--- config.mk ---
export PLATFORM = sky130hd
export DESIGN_NAME = multichannel_sample_to_pixel_addr_translator
export DESIGN_NICKNAME = d
export VERILOG_FILES = /design/src/rtl/wave_xlat_pkg.sv /design/src/rtl/sample_to_row_scaler.sv /design/src/rtl/multichannel_sample_to_pixel_addr_translator.sv
export SDC_FILE = /design/constraint.sdc
export NUM_CORES = 1
export LEC_CHECK = 0
export ABC_AREA = 1
export CAP_MARGIN = 30
export CORE_UTILIZATION = 45
export CTS_CLUSTER_SIZE = 10
export DETAILED_ROUTE_END_ITERATION = 8
export PLACE_DENSITY_LB_ADDON = 0.25
export SLEW_MARGIN = 25
export SYNTH_ARGS = -nofsm -noshare
export SYNTH_HDL_FRONTEND = slang
export SYNTH_SLANG_ARGS = --single-unit
--- constraint.sdc ---
create_clock -name clk -period 13.9 [get_ports clk]
set_clock_uncertainty 0.2 [all_clocks]
set_input_delay 2.78 -clock clk [delete_from_list [all_inputs] [get_ports clk]]
set_output_delay 2.78 -clock clk [all_outputs]
set_load 0.005 [all_outputs]
--- src/rtl/wave_xlat_pkg.sv ---
// Shared types and width helpers for the multichannel sample-to-pixel address translator.
// Holds the FSM state encoding, the 16-bit offset-binary width and clog2-based width derivation.
package wave_xlat_pkg;

  localparam int OFFSET_BITS = 16;

  typedef enum logic [2:0] {
    IDLE,
    READ,
    CAPTURE,
    CALC,
    OUT
  } state_t;

  function automatic int clog2(input int value);
    int r;
    r = 0;
    while ((1 << r) < value) r = r + 1;
    return r;
  endfunction

  // Counter/field width for a count of items; never collapses to zero bits.
  function automatic int width_of(input int count);
    return (count < 2) ? 1 : clog2(count);
  endfunction

endpackage

--- src/rtl/sample_to_row_scaler.sv ---
// Combinational map of a signed sample to a row inside one channel lane (0 = full-scale positive).
// Zero latency, no handshake; only the top OFFSET_BITS of the sample contribute.
module sample_to_row_scaler
  import wave_xlat_pkg::*;
#(
  parameter int DATA_WIDTH  = 32,
  parameter int LANE_HEIGHT = 240,
  parameter int ROW_W       = 8
) (
  input  logic [DATA_WIDTH-1:0] sample,
  output logic [ROW_W-1:0]      row
);

  localparam int LH_W   = clog2(LANE_HEIGHT + 1);
  localparam int PROD_W = OFFSET_BITS + LH_W;

  logic [OFFSET_BITS-1:0] u;
  logic [PROD_W-1:0]      prod;
  logic [LH_W-1:0]        scaled;

  // Flipping the sign bit turns two's complement into offset binary.
  assign u      = {~sample[DATA_WIDTH-1], sample[DATA_WIDTH-2 -: OFFSET_BITS-1]};
  assign prod   = PROD_W'(u) * PROD_W'(LANE_HEIGHT);
  assign scaled = prod[PROD_W-1 -: LH_W];
  assign row    = ROW_W'(LH_W'(LANE_HEIGHT - 1) - scaled);

  generate
    if (DATA_WIDTH > OFFSET_BITS) begin : g_low_bits
      logic unused_low;
      assign unused_low = ^sample[DATA_WIDTH-OFFSET_BITS-1:0];
    end
  endgenerate

endmodule

--- src/rtl/multichannel_sample_to_pixel_addr_translator.sv ---
// Pops interleaved samples and emits framebuffer word/bit per pixel; valid 3 cycles after fifo_rd_en, held until out_ready.
// No FIFO read while an output is pending; WAVE_XLAT_DECIM_EN plots only every 2**DECIM_LOG2-th frame.
module multichannel_sample_to_pixel_addr_translator
  import wave_xlat_pkg::*;
#(
  parameter int DATA_WIDTH     = 32,
  parameter int NUM_CHANNELS   = 2,
  parameter int DISPLAY_WIDTH  = 640,
  parameter int DISPLAY_HEIGHT = 480,
  parameter int WORD_BITS      = 32,
  parameter int ADDRESS_LENGTH = 14,
  parameter int DECIM_LOG2     = 2
) (
  input  logic                              clk,
  input  logic                              resetn,
  input  logic [DATA_WIDTH-1:0]             sample,
  input  logic                              fifo_almost_empty,
  output logic                              fifo_rd_en,
  input  logic                              out_ready,
  output logic [ADDRESS_LENGTH-1:0]         word_address,
  output logic [clog2(WORD_BITS)-1:0]       bit_offset,
  output logic [width_of(NUM_CHANNELS)-1:0] channel,
  output logic                              word_and_offset_valid,
  output logic                              column_wrap
);

  localparam int LANE_HEIGHT = DISPLAY_HEIGHT / NUM_CHANNELS;
  localparam int OFF_W       = clog2(WORD_BITS);
  localparam int CH_W        = width_of(NUM_CHANNELS);
  localparam int COL_W       = width_of(DISPLAY_WIDTH);
  localparam int ROW_W       = width_of(LANE_HEIGHT);
  localparam int PIX_W       = width_of(DISPLAY_WIDTH * DISPLAY_HEIGHT);

  state_t                state_q, state_d;
  logic [DATA_WIDTH-1:0] sample_q;
  logic [PIX_W-1:0]      pixel_q, pixel_d;
  logic [ROW_W-1:0]      row;
  logic [CH_W-1:0]       ch_cnt;
  logic [COL_W-1:0]      column;
  logic                  handshake, ch_last, col_last, plot, ch_step;

  sample_to_row_scaler #(
    .DATA_WIDTH (DATA_WIDTH),
    .LANE_HEIGHT(LANE_HEIGHT),
    .ROW_W      (ROW_W)
  ) u_scaler (
    .sample(sample_q),
    .row   (row)
  );

  assign handshake = (state_q == OUT) && out_ready;
  assign ch_last   = (ch_cnt == CH_W'(NUM_CHANNELS - 1));
  assign col_last  = (column == COL_W'(DISPLAY_WIDTH - 1));
  assign ch_step   = handshake || ((state_q == CALC) && !plot);

`ifdef WAVE_XLAT_DECIM_EN
  logic [DECIM_LOG2-1:0] decim_cnt;

  assign plot = (decim_cnt == '0);

  always_ff @(posedge clk or negedge resetn) begin
    if (!resetn) begin
      decim_cnt <= '0;
    end else if (ch_step && ch_last) begin
      decim_cnt <= decim_cnt + 1'b1;
    end
  end
`else
  localparam int unused_decim_log2 = DECIM_LOG2;

  assign plot = 1'b1;
`endif

  always_comb begin
    state_d = state_q;
    case (state_q)
      IDLE:    if (!fifo_almost_empty) state_d = READ;
      READ:    state_d = CAPTURE;
      CAPTURE: state_d = CALC;
      CALC:    state_d = plot ? OUT : IDLE;
      // Skip the idle cycle when data is waiting so a held-high out_ready sustains one sample per 4 cycles.
      OUT:     if (out_ready) state_d = fifo_almost_empty ? IDLE : READ;
      default: state_d = IDLE;
    endcase
  end

  always_ff @(posedge clk or negedge resetn) begin
    if (!resetn) begin
      state_q <= IDLE;
    end else begin
      state_q <= state_d;
    end
  end

  assign pixel_d = (PIX_W'(ch_cnt) * PIX_W'(LANE_HEIGHT) + PIX_W'(row)) * PIX_W'(DISPLAY_WIDTH)
                 + PIX_W'(column);

  always_ff @(posedge clk or negedge resetn) begin
    if (!resetn) begin
      sample_q <= '0;
      pixel_q  <= '0;
    end else begin
      if (state_q == CAPTURE) sample_q <= sample;
      if ((state_q == CALC) && plot) pixel_q <= pixel_d;
    end
  end

  always_ff @(posedge clk or negedge resetn) begin
    if (!resetn) begin
      ch_cnt      <= '0;
      column      <= '0;
      column_wrap <= 1'b0;
    end else begin
      column_wrap <= handshake && ch_last && col_last;
      if (ch_step) ch_cnt <= ch_last ? '0 : ch_cnt + CH_W'(1);
      if (handshake && ch_last) column <= col_last ? '0 : column + COL_W'(1);
    end
  end

  assign fifo_rd_en            = (state_q == READ);
  assign word_and_offset_valid = (state_q == OUT);
  assign word_address          = ADDRESS_LENGTH'(pixel_q >> OFF_W);
  assign bit_offset            = pixel_q[OFF_W-1:0];
  assign channel               = ch_cnt;

endmodule

### Word-level counts from Yosys, hierarchy flattened

Index checks and enable logic that the tools add are counted.

| cells by class | value |
|---|---|
| $add $sub $neg | 5 |
| $mul | 3 |
| eq/ne operators | 7 |
| muxes and demuxes | 6 |
| bitwise gates (word level) | 1 |
| reduce and logical (&&, ||, !) cells | 5 |

Operator list:

| operator | number |
|---|---|
| multiplier 16 x 4 -> 20 bit (second input constant) | 1 |
| adder 19 x 10 -> 19 bit | 1 |
| case mux 3 bit (5 select lines) | 1 |
| multiplier 10 x 3 -> 12 bit (second input constant) | 1 |
| adder 10 x 1 -> 10 bit (second input constant) | 1 |
| adder 9 x 8 -> 10 bit | 1 |
| == test 10 bit (second input constant) | 1 |
| two-way mux 10 bit | 1 |
| subtractor 8 bit (first input constant) | 1 |
| == test 3 x 2 -> 1 bit (second input constant) | 2 |
| two-way mux 3 bit | 2 |
| multiplier 1 x 4 -> 5 bit (second input constant) | 1 |
| inequality test 2 bit (second input constant) | 2 |
| == test 3 x 1 -> 1 bit (second input constant) | 1 |
| == test 3 bit (second input constant) | 1 |
| logical AND 1 bit | 3 |
| logical NOT 3 bit | 1 |
| two-way mux 1 bit | 2 |
| AND reduction 2 bit | 1 |
| adder 1 bit (second input constant) | 1 |
| inverter 1 bit | 1 |

| storage, ports and cells | value |
|---|---|
| register bits | 66 |
| output and inout port bits | 23 |

### Depth between registers and ports, before layout

| logic depth | value |
|---|---|
| word-level depth | 6 |
| mapped depth | 34 |

### Cells and area by module

Synthesis repeated with hierarchy kept, for this count alone.

| second synthesis, totals | value |
|---|---|
| cells, all modules | 653 |
| area total of the unflattened synthesis | 5421.4 µm² |

By module, submodules not included:

| module | instances | cells an instance | area an instance (µm²) | sequential area each (µm²) |
|---|---|---|---|---|
| multichannel_sample_to_pixel_addr_translator | 1 | 361 | 3545.9 | 1651.6 |
| sample_to_row_scaler | 1 | 292 | 1875.5 | 0.0 |

### Worst setup path before layout

Ideal clock, no wire load.

| timing | value |
|---|---|
| path kind | register to register |
| from | register sample_q[29] |
| to | register pixel_q[17] |
| library setup time | 118 ps |
| arrival time | 4811 ps |
| required time | 13582 ps |
| setup slack | 8771 ps |
| cell stages (with the launch flop) | 30 |
| buffers on the path | 0 |
| cells stage by stage | dfrtp_1 > inv_1 > fa_1 > fa_1 > inv_1 > ha_1 > nand2_1 > inv_1 > nand2_1 > inv_1 > a21oi_1 > nand2_1 > nand2_1 > nand2_1 > nor2_1 > nor2_1 > fa_1 > o21ai_0 > ha_1 > ha_1 > nand2_1 > inv_1 > nand2_1 > nand3_1 > nand2_1 > nand2_1 > inv_1 > nand4_1 > nand3_1 > nand2_1 |

| on the way | value |
|---|---|
| cells in the longest elaborated chain, start to end | 5 |

Ends and longest elaborated chain:

| element | RTL line | source |
|---|---|---|
| from (decl) | multichannel_sample_to_pixel_addr_translator.sv:35 | `logic [DATA_WIDTH-1:0] sample_q;` |
| from (signal assigned) | multichannel_sample_to_pixel_addr_translator.sv:103 | `if (state_q == CAPTURE) sample_q <= sample;` |
| multiplier 16 x 4 -> 20 bit | sample_to_row_scaler.sv:23 | `assign prod = PROD_W'(u) * PROD_W'(LANE_HEIGHT);` |
| subtractor 8 bit | sample_to_row_scaler.sv:25 | `assign row = ROW_W'(LH_W'(LANE_HEIGHT - 1) - scaled);` |
| adder 9 x 8 -> 10 bit | multichannel_sample_to_pixel_addr_translator.sv:95 | `assign pixel_d = (PIX_W'(ch_cnt) * PIX_W'(LANE_HEIGHT) + PIX_W'(row)) * PIX_W'(DISPLAY_WIDTH)` |
| multiplier 10 x 3 -> 12 bit | multichannel_sample_to_pixel_addr_translator.sv:95 |  |
| adder 19 x 10 -> 19 bit | multichannel_sample_to_pixel_addr_translator.sv:96 | `+ PIX_W'(column);` |
| to (signal assigned) | multichannel_sample_to_pixel_addr_translator.sv:104 | `if ((state_q == CALC) && plot) pixel_q <= pixel_d;` |
| to (decl) | multichannel_sample_to_pixel_addr_translator.sv:36 | `logic [PIX_W-1:0] pixel_q, pixel_d;` |

Every way passes these cells.
A chain may end at the register's enable or synchronous reset.

### Final worst setup path

Same ends and word-level chain as after synthesis.

==> results.cfg <==
[global_routing]
use_met1_pct = 25.5
track_usage_pct = 18.3
met3_usage_pct = 2.64
grt.busiest_layer = met2
gr-total-overflow = 0
grt_pass1_wl_um = 15500
grt_max_degree = 51
antenna_found_initial = 0
grt_pass1_vias = 3659
grtUsageMet2_pct = 29.8

[layout]
final_common_cell = nand2_1
mostFrequentLayoutCells = nand2_1 (186), inv_1 (127), dfrtp_1 (50)
area_delta_synth_final_pct = 15.3
stdcell_count = 801
drive_above_1_share_pct = 3.14
finalNetCount = 779
antennaDiodeCount = 0
fin_area_um2 = 5300

[routing]
via_count = 3787
avgRoutedWirePerCell_um = 10.7
viasPerCell = 4.73
first_pass_iters = 5
ant_nets = 0
wl_um = 8560
drcViolationCount = 0
drt-initial-drc-count = 121

[placed_design]
gp_congestion = 0.884
pre_cts_slack_ns = 8.11
place_inst = 793
hpwlAfterDp_um = 7060
placed_cell_area_um2 = 5180
io_buffers = 42

[setup_path]
critPathBufInv = 5
crit_slowest_cell = fa_1
worstSetupStartpointType = register
path_depth = 27
end_kind = register
slowest_delay_ns = 0.52
path_delay_family = adder cells
rrSetupSlack_ns = 8.10
critical_path_class = register to register
cp.required_ns = 13.91
reg2reg_depth = 27
cp_common_cell = nand2_1
crit-reg2reg-launch = sample_q[29]
worstPathArrival_ns = 5.82
r2r_end = pixel_q[17]
crit_path_max_fanout = 5

[yosys]
synthCells = 621
synthAdderAreaFrac_pct = 25.8
synth_seq_cells = 50
synth_cell_types = 32
synth_edf_count = 0
ys_seq_area_share_pct = 27.2
synth_flop_cell = dfrtp_1
syn_area_um2 = 4590
postSynthAreaPerCell_um2 = 7.39
synthMuxAreaShare_pct = 0.245
async_flop_share_pct = 100
synthSimpleGateAreaFrac_pct = 26.0
synthXorXnorAreaFrac_pct = 3.05
yosysWarnings = 0
synth_nets = 733
synth-compound-area-share_pct = 6.84
synth_top_family_by_area = simple AND/OR/NAND/NOR gates

[floorplanning]
die_area_um2 = 10600
placeableCoreArea_um2 = 9820
ios = 59
die_h_um = 103
initial_core_util_pct = 46.8
die_w_um = 103
rows = 36

[timing]
period_needed_ns = 5.80
setup_viol = 0
relSlewSlack_pct = 57.5
clock.fmax_ghz = 0.172
rsz0062_at_grt = false
setup_tns_ns = 0
finalCritPeriodShare_pct = 41.8
finalHoldViolations = 0
worst_pin_slew_ns = 0.637
setup_ws_ns = 8.10
drv_slew = 0

[worst_hold_path]
min_path_cells = 2
worstHoldStart = pixel_q[5]
hold_path_end = pixel_q[5]
hp-class = register to register

[clock_network]
clk_pin_slew_ns = 0.10
cts_inserted_buffers = 5
cts_sinks = 50
clkLatencyLatePin_ns = 0.32
clockBufferDepth = 2
ctsHtreeMaxLevel = 2
cts-resized-gates = 0
cts_tree = done
post_cts.repair.setup_buffers = 0
cts_root_buf = clkbuf_8
cts-hold-fix-buffers = 0

[run]
cap_violations = 0

[outcome]
status = finished clean
## cell type report
class / instances / area [µm²]
flip-flops and latches: 50 / 1250
clock buffers: 5 / 68.8
inverters: 127 / 477
well taps: 133 / 166
clock inverters: 3 / 48.8
multi-input cells: 438 / 2840
fillers: 951 / 4520
repair buffers: 45 / 442
## synthesized netlist by cell type (all sizes together), types with 6 or more instances
cell / n / area share [%]
a21oi: 36 / 3.9
nand3: 26 / 3.1
nand2: 187 / 15
xnor2: 6 / 1.1
xor2: 10 / 1.9
inv: 127 / 10
nor2: 51 / 4.4
nand4: 6 / 0.82
fa: 31 / 14
nor3: 11 / 1.4
ha: 45 / 12
dfrtp: 50 / 27
o21ai: 16 / 1.7
## tightest hold or removal path, cell delays in order (launching register included)
cell and delay [ns]:
dfrtp_1 0.36, nand2_1 0.05, nand2_1 0.05
## how the worst max path moves through the flow
stage / startpoint / to / slack, ns
finish: sample_q[29] / pixel_q[17] / 8.10
detailed placement: sample_q[29] / pixel_q[17] / 8.11
global route: sample_q[29] / pixel_q[18] / 7.55
floorplan: sample_q[29] / pixel_q[17] / 8.77
CTS: sample_q[29] / pixel_q[17] / 8.07
global placement: sample_q[29] / pixel_q[17] / 8.25
## flip-flops by register name, indices dropped and copies added, names as in the netlist
signal,cells
column,10
channel,1
column_wrap,1
sample_q,16
pixel_q,19
state_q,3
## metrics by stage
step,utilization (%),hold slack (ns)
after floorplan,-,0.265
after detailed placement,52.7,0.269
after global routing,53.9,0.322
after global placement,52.6,0.270
after CTS,53.9,0.295
final,53.9,0.289
## cells by family (layout without fill, tap and decap cells)
group / Yosys count / after routing
simple gates: 286 / 286
buf+inv: 133 / 180
fa+ha+maj: 76 / 76
compound gates: 59 / 59
flops: 50 / 50
xor+xnor: 16 / 16
mux: 1 / 1
## per-layer routing
metal	vias to the layer above	share of wire [%]
met4	0	1.1
li1	1999	-
met3	7	2.3
met2	42	46
met5	-	0
met1	1739	51
Power is not shown: default switching activity piles up to over one toggle a cycle in this logic, so the estimate is an artifact.
